`src/rtl/alu_unit.sv`:
```
// Integer/branch execution unit. It computes one op per cycle into a small result FIFO.
// The FIFO drains onto the CDB under arbiter grant and also carries branch/jump resolution.
package alu_pkg;
  localparam int DATA_W = 32;
  localparam int ADDR_W = 32;
  localparam int ROB_W  = 4;

  typedef enum logic [4:0] {
    OP_ADD, OP_SUB, OP_AND, OP_OR, OP_XOR, OP_SLL, OP_SRL, OP_SRA, OP_SLT, OP_SLTU,
    OP_ADDI, OP_SLTI, OP_SLTIU, OP_XORI, OP_ORI, OP_ANDI, OP_SLLI, OP_SRLI, OP_SRAI,
    OP_LUI, OP_AUIPC, OP_JAL, OP_JALR,
    OP_BEQ, OP_BNE, OP_BLT, OP_BGE, OP_BLTU, OP_BGEU
  } alu_op_e;
endpackage

module alu_unit
  import alu_pkg::*;
#(
  parameter int QUEUE_DEPTH = 4,
  parameter int PTR_W       = 2
) (
  input  logic              clk_in,
  input  logic              rst_in,
  input  logic              rdy_in,
  input  logic              clr_in,
  input  logic              rs_to_alu_ready,
  input  alu_op_e           rs_to_alu_op,
  input  logic [DATA_W-1:0] rs_to_alu_rs1,
  input  logic [DATA_W-1:0] rs_to_alu_rs2,
  input  logic [ROB_W-1:0]  rs_to_alu_rob_index,
  input  logic [ADDR_W-1:0] rs_to_alu_PC,
  input  logic [DATA_W-1:0] rs_to_alu_imm,
  input  logic              cdb_grant,
  output logic              alu_ready,
  output logic [DATA_W-1:0] alu_result,
  output logic [ROB_W-1:0]  alu_rob_index,
  output logic              alu_jump,
  output logic [ADDR_W-1:0] alu_target_PC,
  output logic              alu_stall,
  output logic              alu_overflow
);
  localparam int ENT_W = DATA_W + ROB_W + 1 + ADDR_W;
  localparam logic [PTR_W:0] DEPTH_C = (PTR_W+1)'(QUEUE_DEPTH);

  logic [DATA_W-1:0] op_b, c_result;
  logic [ADDR_W-1:0] pc_plus4, c_target, jalr_sum;
  logic              c_jump, is_imm, is_branch, br_taken;
  logic [ENT_W-1:0]  c_entry;

  always_comb begin
    is_imm    = rs_to_alu_op inside {OP_ADDI, OP_SLTI, OP_SLTIU, OP_XORI, OP_ORI, OP_ANDI,
                                     OP_SLLI, OP_SRLI, OP_SRAI, OP_JALR};
    is_branch = rs_to_alu_op inside {OP_BEQ, OP_BNE, OP_BLT, OP_BGE, OP_BLTU, OP_BGEU};
    op_b      = is_imm ? rs_to_alu_imm : rs_to_alu_rs2;
    pc_plus4  = rs_to_alu_PC + 32'd4;
    jalr_sum  = rs_to_alu_rs1 + rs_to_alu_imm;
    c_result  = '0;
    c_target  = pc_plus4;
    c_jump    = 1'b0;
    br_taken  = 1'b0;
    case (rs_to_alu_op)
      OP_ADD, OP_ADDI:   c_result = rs_to_alu_rs1 + op_b;
      OP_SUB:            c_result = rs_to_alu_rs1 - op_b;
      OP_AND, OP_ANDI:   c_result = rs_to_alu_rs1 & op_b;
      OP_OR, OP_ORI:     c_result = rs_to_alu_rs1 | op_b;
      OP_XOR, OP_XORI:   c_result = rs_to_alu_rs1 ^ op_b;
      OP_SLL, OP_SLLI:   c_result = rs_to_alu_rs1 << op_b[4:0];
      OP_SRL, OP_SRLI:   c_result = rs_to_alu_rs1 >> op_b[4:0];
      OP_SRA, OP_SRAI:   c_result = $signed(rs_to_alu_rs1) >>> op_b[4:0];
      OP_SLT, OP_SLTI:   c_result = {{(DATA_W-1){1'b0}}, $signed(rs_to_alu_rs1) < $signed(op_b)};
      OP_SLTU, OP_SLTIU: c_result = {{(DATA_W-1){1'b0}}, rs_to_alu_rs1 < op_b};
      OP_LUI:            c_result = rs_to_alu_imm;
      OP_AUIPC:          c_result = rs_to_alu_PC + rs_to_alu_imm;
      OP_JAL: begin
        c_result = pc_plus4;
        c_target = rs_to_alu_PC + rs_to_alu_imm;
        c_jump   = 1'b1;
      end
      OP_JALR: begin
        c_result = pc_plus4;
        c_target = {jalr_sum[ADDR_W-1:1], 1'b0};
        c_jump   = ({jalr_sum[ADDR_W-1:1], 1'b0} != pc_plus4);
      end
      OP_BEQ:  br_taken = (rs_to_alu_rs1 == rs_to_alu_rs2);
      OP_BNE:  br_taken = (rs_to_alu_rs1 != rs_to_alu_rs2);
      OP_BLT:  br_taken = ($signed(rs_to_alu_rs1) < $signed(rs_to_alu_rs2));
      OP_BGE:  br_taken = ($signed(rs_to_alu_rs1) >= $signed(rs_to_alu_rs2));
      OP_BLTU: br_taken = (rs_to_alu_rs1 < rs_to_alu_rs2);
      OP_BGEU: br_taken = (rs_to_alu_rs1 >= rs_to_alu_rs2);
      default: c_result = '0;
    endcase
    if (is_branch) begin
      c_jump   = br_taken;
      c_target = br_taken ? (rs_to_alu_PC + rs_to_alu_imm) : pc_plus4;
    end
    c_entry = {c_result, rs_to_alu_rob_index, c_jump, c_target};
  end

  // Handshake: rs_to_alu_ready is a valid strobe, taken on an edge with rdy_in && !clr_in when a
  // slot is free or the head leaves that same edge; the head leaves on an edge where
  // alu_ready && cdb_grant (with rdy_in && !clr_in). alu_stall is the only backpressure to dispatch.
  logic [ENT_W-1:0] fifo_q [QUEUE_DEPTH];
  logic [PTR_W-1:0] head_q, tail_q;
  logic [PTR_W:0]   count_q, count_next;
  logic             stall_q, ovf_q;
  logic             push, pop, drop;

  always_comb begin
    pop  = rdy_in && !clr_in && (count_q != '0) && cdb_grant;
    push = rdy_in && !clr_in && rs_to_alu_ready && ((count_q < DEPTH_C) || pop);
    drop = rdy_in && !clr_in && rs_to_alu_ready && (count_q == DEPTH_C) && !pop;
    count_next = count_q;
    case ({push, pop})
      2'b10:   count_next = count_q + 1'b1;
      2'b01:   count_next = count_q - 1'b1;
      default: count_next = count_q;
    endcase
  end

  always_ff @(posedge clk_in or posedge rst_in) begin
    if (rst_in) begin
      head_q  <= '0;
      tail_q  <= '0;
      count_q <= '0;
      stall_q <= 1'b0;
      ovf_q   <= 1'b0;
      for (int i = 0; i < QUEUE_DEPTH; i++) fifo_q[i] <= '0;
    end else if (clr_in) begin
      head_q  <= '0;
      tail_q  <= '0;
      count_q <= '0;
      stall_q <= 1'b0;
    end else if (rdy_in) begin
      if (push) begin
        fifo_q[tail_q] <= c_entry;
        tail_q         <= tail_q + 1'b1;
      end
      if (pop) head_q <= head_q + 1'b1;
      count_q <= count_next;
      // Stall one entry early: dispatch is registered, so one more op may already be in flight.
      stall_q <= (count_next >= (DEPTH_C - 1'b1));
      if (drop) ovf_q <= 1'b1;
    end
  end

  assign {alu_result, alu_rob_index, alu_jump, alu_target_PC} = fifo_q[head_q];
  assign alu_ready    = (count_q != '0);
  assign alu_stall    = stall_q;
  assign alu_overflow = ovf_q;
endmodule

```
`config.mk`:
```
export PLATFORM = sky130hd
export DESIGN_NAME = alu_unit
export DESIGN_NICKNAME = d
export VERILOG_FILES = /design/src/rtl/alu_unit.sv
export SDC_FILE = /design/constraint.sdc
export NUM_CORES = 2
export LEC_CHECK = 0
export CORE_MARGIN = 2
export CORE_UTILIZATION = 40
export CTS_CLUSTER_DIAMETER = 30
export DETAILED_ROUTE_END_ITERATION = 16
export GPL_TIMING_DRIVEN = 0
export SLEW_MARGIN = 20
export SYNTH_ARGS = -nofsm -noshare
export SYNTH_HDL_FRONTEND = slang
export SYNTH_SLANG_ARGS = --single-unit
```
`constraint.sdc`:
```
create_clock -name clk_in -period 25.2 [get_ports clk_in]
set_clock_uncertainty 0.15 [all_clocks]
set_input_delay 2.52 -clock clk_in [delete_from_list [all_inputs] [get_ports clk_in]]
set_output_delay 2.52 -clock clk_in [all_outputs]
set_load 0.02 [all_outputs]
```
# Yosys cells after proc, flatten, opt, wreduce, memory -nomap -nowiden
# Cells that the tools add are included.
word_totals:
  regBits: 285
  latchBits: 0
  ram_bits: 0
  romBits: 0
  input_bits: 143
  out_inout_bits: 72
  word_cells: 129
  n_memories: 0
classes:
  n_addsub: 9
  multipliers: 0
  div: 0
  magnitude_cmp: 11
  n_eq_ne: 34
  n_shift: 3
  muxes: 25
  n_bitwise: 6
  n_reduce_logical: 32
op_table:
  columns: ["op", "count"]
  rows:
  - ["$pmux W32 S13", 1]
  - ["$bwmux W276", 1]
  - ["$mux W69", 3]
  - ["$bmux W69 S2", 1]
  - ["$demux W69 S2", 1]
  - ["$lt A32 B32 Y1", 4]
  - ["$add A32 B32 Y32", 3]
  - ["$mux W32", 3]
  - ["$eq A5 B5 Y1 const B", 13]
  - ["$ge A32 B32 Y1", 2]
  - ["$ne A32 B32 Y1", 2]
  - ["$pmux W32 S2", 1]
  - ["$eq A5 B4 Y1 const B", 8]
  - ["$add A32 B3 Y32 const B", 1]
  - ["$and A32 B32 Y32", 1]
  - ["$eq A32 B32 Y1", 1]
  - ["$or A32 B32 Y32", 1]
  - ["$shl A32 B5 Y32", 1]
  - ["$shr A32 B5 Y32", 1]
  - ["$sshr A32 B5 Y32", 1]
  - ["$sub A32 B32 Y32", 1]
  - ["$xor A32 B32 Y32", 1]
  - ["$eq A5 B3 Y1 const B", 4]
  - ["$reduce_or A2 Y1", 10]
  - ["other kinds (30)", 54]

# Depth between registers and ports, before layout
logic_depth:
  word_depth: 11
  depth_mapped: 25
  mapped_depth_nobuf: 18

# Least setup slack after synthesis
# Ideal clock, no wire load.
synth_timing:
  kind: "input to register"
  from: "input rs_to_alu_op[1]"
  to: "register fifo_q[124] in the netlist's numbering"
  setup_time_ps: 125
  arrival_ps: 7113
  required_time_ps: 24925
  slack_ps: 17812
  path_stages: 22
  path_buffers: 4
  path_cell_list: "buf_6 > nor2b_4 > buf_6 > a22oi_4 > nand3_2 > nand2_8 > buf_4 > buf_1 > ha_1 > inv_1 > fa_1 > nor2b_1 > o21a_1 > o211ai_1 > a32oi_1 > a221oi_1 > or2_2 > a221o_1 > o32ai_1 > a21oi_1 > a311o_1 > mux2_4"
synth_between:
  elab_chain_len: 6
  word_cells_on_any_way: 45
  cone_classes: "add/sub: 2; eq/ne: 22; shift: 3; mux: 3; bitwise: 3; reduce/logical: 12"
synth_lines:
  columns: ["item", "line_no", "text"]
  rows:
  - ["start, declared", "27", "input alu_op_e rs_to_alu_op,"]
  - ["$eq A5 B4 Y1 / $eq A5 B5 Y1 (equally long branches)", "51, 61", null]
  - ["$reduce_bool A10 Y1", "51", "is_imm = rs_to_alu_op inside {OP_ADDI, OP_SLTI, OP_SLTIU, OP_XORI, OP_ORI, OP_ANDI,"]
  - ["$mux W32", "54", "op_b = is_imm ? rs_to_alu_imm : rs_to_alu_rs2;"]
  - ["$sub A32 B32 Y32, or another cell as far along", "63", "OP_SUB: c_result = rs_to_alu_rs1 - op_b;"]
  - ["$pmux W32 S13 *", "61", "case (rs_to_alu_op)"]
  - ["$bwmux W276 *", "135", "fifo_q[tail_q] <= c_entry;"]
  - ["end signal, assigned by index", "135", null]
  - ["end, declared", "102", "logic [ENT_W-1:0] fifo_q [QUEUE_DEPTH];"]
# Mark *: on every way between the ends. The rest lies on a longest branch, timed or not.
# A chain may end at the register's enable or synchronous reset.

# Worst setup path in the final report
layout_timing:
  from: "input rs_to_alu_op[2]"
  to: "register fifo_q[203] in the netlist's numbering"
# The elaborated chain is that of the path after synthesis.

==> run summary <==
Critical path buffers and inverters: 7
Net Count, Synth: 3,670
slowest stage cell on the critical path: clkbuf_1
synthesis-to-finish area growth: 16.9%
IO Pins: 215
CTS clk-pin slew, worst paths: 0.06 ns
final core utilization: 0.472
Reg power frac: 0.271
Seq/Total Area, Yosys: 0.242
status: finished clean
non-filler cells, final: 4,575
critical path launch point type: input pin
htree depth: 2
MaxCap Viol Count: 0
Post-synth EDFFs: 0
RSZ-0062 raised after global routing: false
core area: 73,000 um^2
CTS Buf Count: 40
#FFs+latches synth: 285
WP data required: 25.45 ns
clock tree from TritonCTS: done
PwrDens: 65.5 nW/um^2
CP endpoint kind: flip-flop
final hold viol count: 0
total track usage: 0.395
clock root buffer: clkbuf_16
max-slew violation count: 0
Clock Latency Late Sink: 0.56 ns
Die Span X: 276 um
share of cells above drive strength 1: 0.143
total wire length: 152,000 um
Distinct cells, synth: 98
flop2flop setup slack: 21.23 ns
slew margin rel.: 0.120
Syn Area/Cell: 8.88 um^2
Worst Tran Pin Value: 1.32 ns
cells after synthesis: 3,320
# Post-CTS Setup Buffers: 0
cell mode on critical path: clkbuf_1
final period utilization: 0.425
routed len/inst: 33.2 um
Clk pwr share: 0.282
first-pass GRT wire length: 216,000 um
Setup Total Neg Slack: 0 ns
Lkg Pwr: 14.3 nW
largest net degree at the start of global routing: 103
beginning of the worst register-to-register path: count_q[2]$_DFFE_PP0P_
Hold Crit Class: reg2reg
CP Max Fanout: 11
Cell Area, Synth: 29,500 um^2
Critical R2R Capture: fifo_q[200]$_DFFE_PP0P_
Comb pwr share: 0.447
Synth async-reset ratio: 1.00
maximum root-to-sink buffer count: 3
clock sink count: 285
Area after DPL: 32,900 um^2
number of global-route vias before repair: 29,600
Inst Count DP: 4,497
slowest cell delay on critical path: 0.83 ns
detailed-route via count: 31,100
internal cell power: 0.00136 W
Crit Path Category: in2reg
final critical-path required period: 10.70 ns
Pre-antenna DRT Iters: 9
# setup viols final: 0
Die Ht: 276 um
Peak VDD IR: 67.3 uV
Rows: 99
starting density of the core: 0.404
Design Area, Final: 34,500 um^2
Net Sw Frac: 0.396
hold worst-path end: fifo_q[34]$_DFFE_PP0P_
DR iter-0 viols: 4,655
drt drc: 0
total global routing overflow: 0
worst hold start: fifo_q[34]$_DFFE_PP0P_
top_reg_cell synth: dfrtp_1
R2R depth: 8
fmax: 93.5 MHz
via density per instance: 6.79
NetSw: 0.000895 W
HPWL Detailed: 119,000 um
hold path cells: 2
final net count: 3,931
Total Power: 0.00226 W
cts repair resizes: 0
Hold Buf Count CTS: 0
Critical Path, Cell by Cell: clkdlybuf4s50_1 -> nor2b_1 -> a22oi_2 -> nand3_1 -> and2_1 -> buf_2 -> inv_1 -> clkbuf_1 -> clkbuf_1 -> clkbuf_1 -> clkbuf_1 -> ha_1 -> o211ai_1 -> a32oi_1 -> a221oi_1 -> o21ai_0 -> nor4_1 -> o31a_1 -> mux2i_1 -> a2111oi_2 -> a21oi_1
Antenna Nets Post-Route: 0
cell family with most CP delay: buffers and inverters
input/output buffers: 212
critical path arrival: 10.95 ns
GP Congestion: 1.07
initial antenna violation count: 11
Ys Warns: 0
die area: 75,900 um^2
[state kept, by name (all words and copies together), names as in the netlist]
signal	count
fifo_q	276
count_q	3
head_q	2
tail_q	2
alu_overflow	1
alu_stall	1
[cells in the mapped netlist (18+ instances only)]
cell      instances  area [um^2]
a211oi_1         41          308
a21o_1           46          345
a21oi_1         232         1160
a221o_1          20          200
a221oi_1         22          193
a222oi_1         26          260
a22oi_1          20          150
a31oi_1          61          382
and2_1           24          150
and3_1           32          200
buf_1            18         67.6
buf_2            18         90.1
clkbuf_1        188          706
dfrtp_1         285         7130
ha_1            203         2540
inv_1           161          604
mux2_2          189         2130
mux2i_1          58          581
mux4_2          138         3110
nand2_1         309         1160
nand3_1          79          395
nand4_1          36          225
nor2_1          230          863
nor2b_1          19          119
nor3_1           55          275
nor4_1           20          125
o211ai_1         40          300
o21a_1           20          150
o21ai_0         218         1090
o21bai_1         25          188
o221ai_1         40          350
o22ai_1          26          163
or3_1            20          125
xnor2_1          83          727
xor2_1           46          403
[layer usage]
metal  part of all wire  GRT usage  up-vias
met5            0.00028          0        -
met4              0.073      0.231        6
met3               0.11      0.102      518
met2               0.42      0.586     2119
met1               0.39      0.520    15300
li1                   -          -    13100
[stage by stage]
step / hold WS (ns) / worst slack [ns]
after floorplan: 0.290 / 14.67
after global placement: 0.307 / 10.85
after detailed placement: 0.312 / 14.41
after CTS: 0.325 / 14.99
after global routing: 0.345 / 14.51
final: 0.325 / 14.50
[worst max path at each step]
stage                               start                        to  slack, ns  depth (start not counted)
after floorplan                    rst_in  alu_overflow$_DFFE_PP0P_      14.67                          1
after global placement             rst_in    fifo_q[76]$_DFFE_PP0P_      10.85                          2
after detailed placement  rs_to_alu_op[2]   fifo_q[262]$_DFFE_PP0P_      14.41                         21
after CTS                 rs_to_alu_op[2]   fifo_q[262]$_DFFE_PP0P_      14.99                         21
after global routing      rs_to_alu_op[2]    fifo_q[49]$_DFFE_PP0P_      14.51                         21
final                     rs_to_alu_op[2]   fifo_q[203]$_DFFE_PP0P_      14.50                         21
[cell type report]
class	count	area [um^2]
Clock inverter	27	479
Inverter	165	632
Antenna cell	4	10.0
Timing Repair Buffer	219	2190
Fill cell	7087	38500
Multi-Input combinational cell	2631	20800
Clock buffer	46	1050
Tap cell	959	1200
Buffer	239	1000
Sequential cell	285	7130
[power by group through the flow]
stage,logic (W),clock network [W],registers (W)
2_1_floorplan,0.000596,0,0.000600
3_3_place_gp,0.000971,0,0.000614
3_5_place_dp,0.000974,0,0.000616
4_1_cts,0.000978,0.000646,0.000611
5_1_grt,0.00106,0.000670,0.000624
6_report,0.00101,0.000637,0.000611
[cell usage in the layout (no fill, tap or decap), types with 61 or more instances in the layout]
| master | instances |
|---|---|
| nand2_1 | 309 |
| dfrtp_1 | 285 |
| a21oi_1 | 232 |
| nor2_1 | 229 |
| o21ai_0 | 217 |
| ha_1 | 203 |
| clkdlybuf4s50_1 | 203 |
| clkbuf_1 | 189 |
| mux2_2 | 189 |
| inv_1 | 160 |
| mux4_2 | 138 |
| xnor2_1 | 83 |
| nand3_1 | 79 |
| a31oi_1 | 61 |
[tightest hold or removal path, stage by stage (launching register included)]
cell and delay [ns]:
dfrtp_1 0.34, nand2_1 0.05, nand2_1 0.05
[kinds of logic after synthesis]
| kind of cell | Yosys count | share of synthesized area |
|---|---|---|
| AO/OA/AOI/OAI | 1011 | 0.232 |
| AND/OR/NAND/NOR | 889 | 0.140 |
| buffers and inverters | 404 | 0.0550 |
| multiplexers | 390 | 0.200 |
| flip-flops | 285 | 0.242 |
| adder cells (fa/ha/maj) | 207 | 0.0889 |
| XOR/XNOR | 134 | 0.0422 |
No activity file was read; power rests on OpenSTA's default activity.
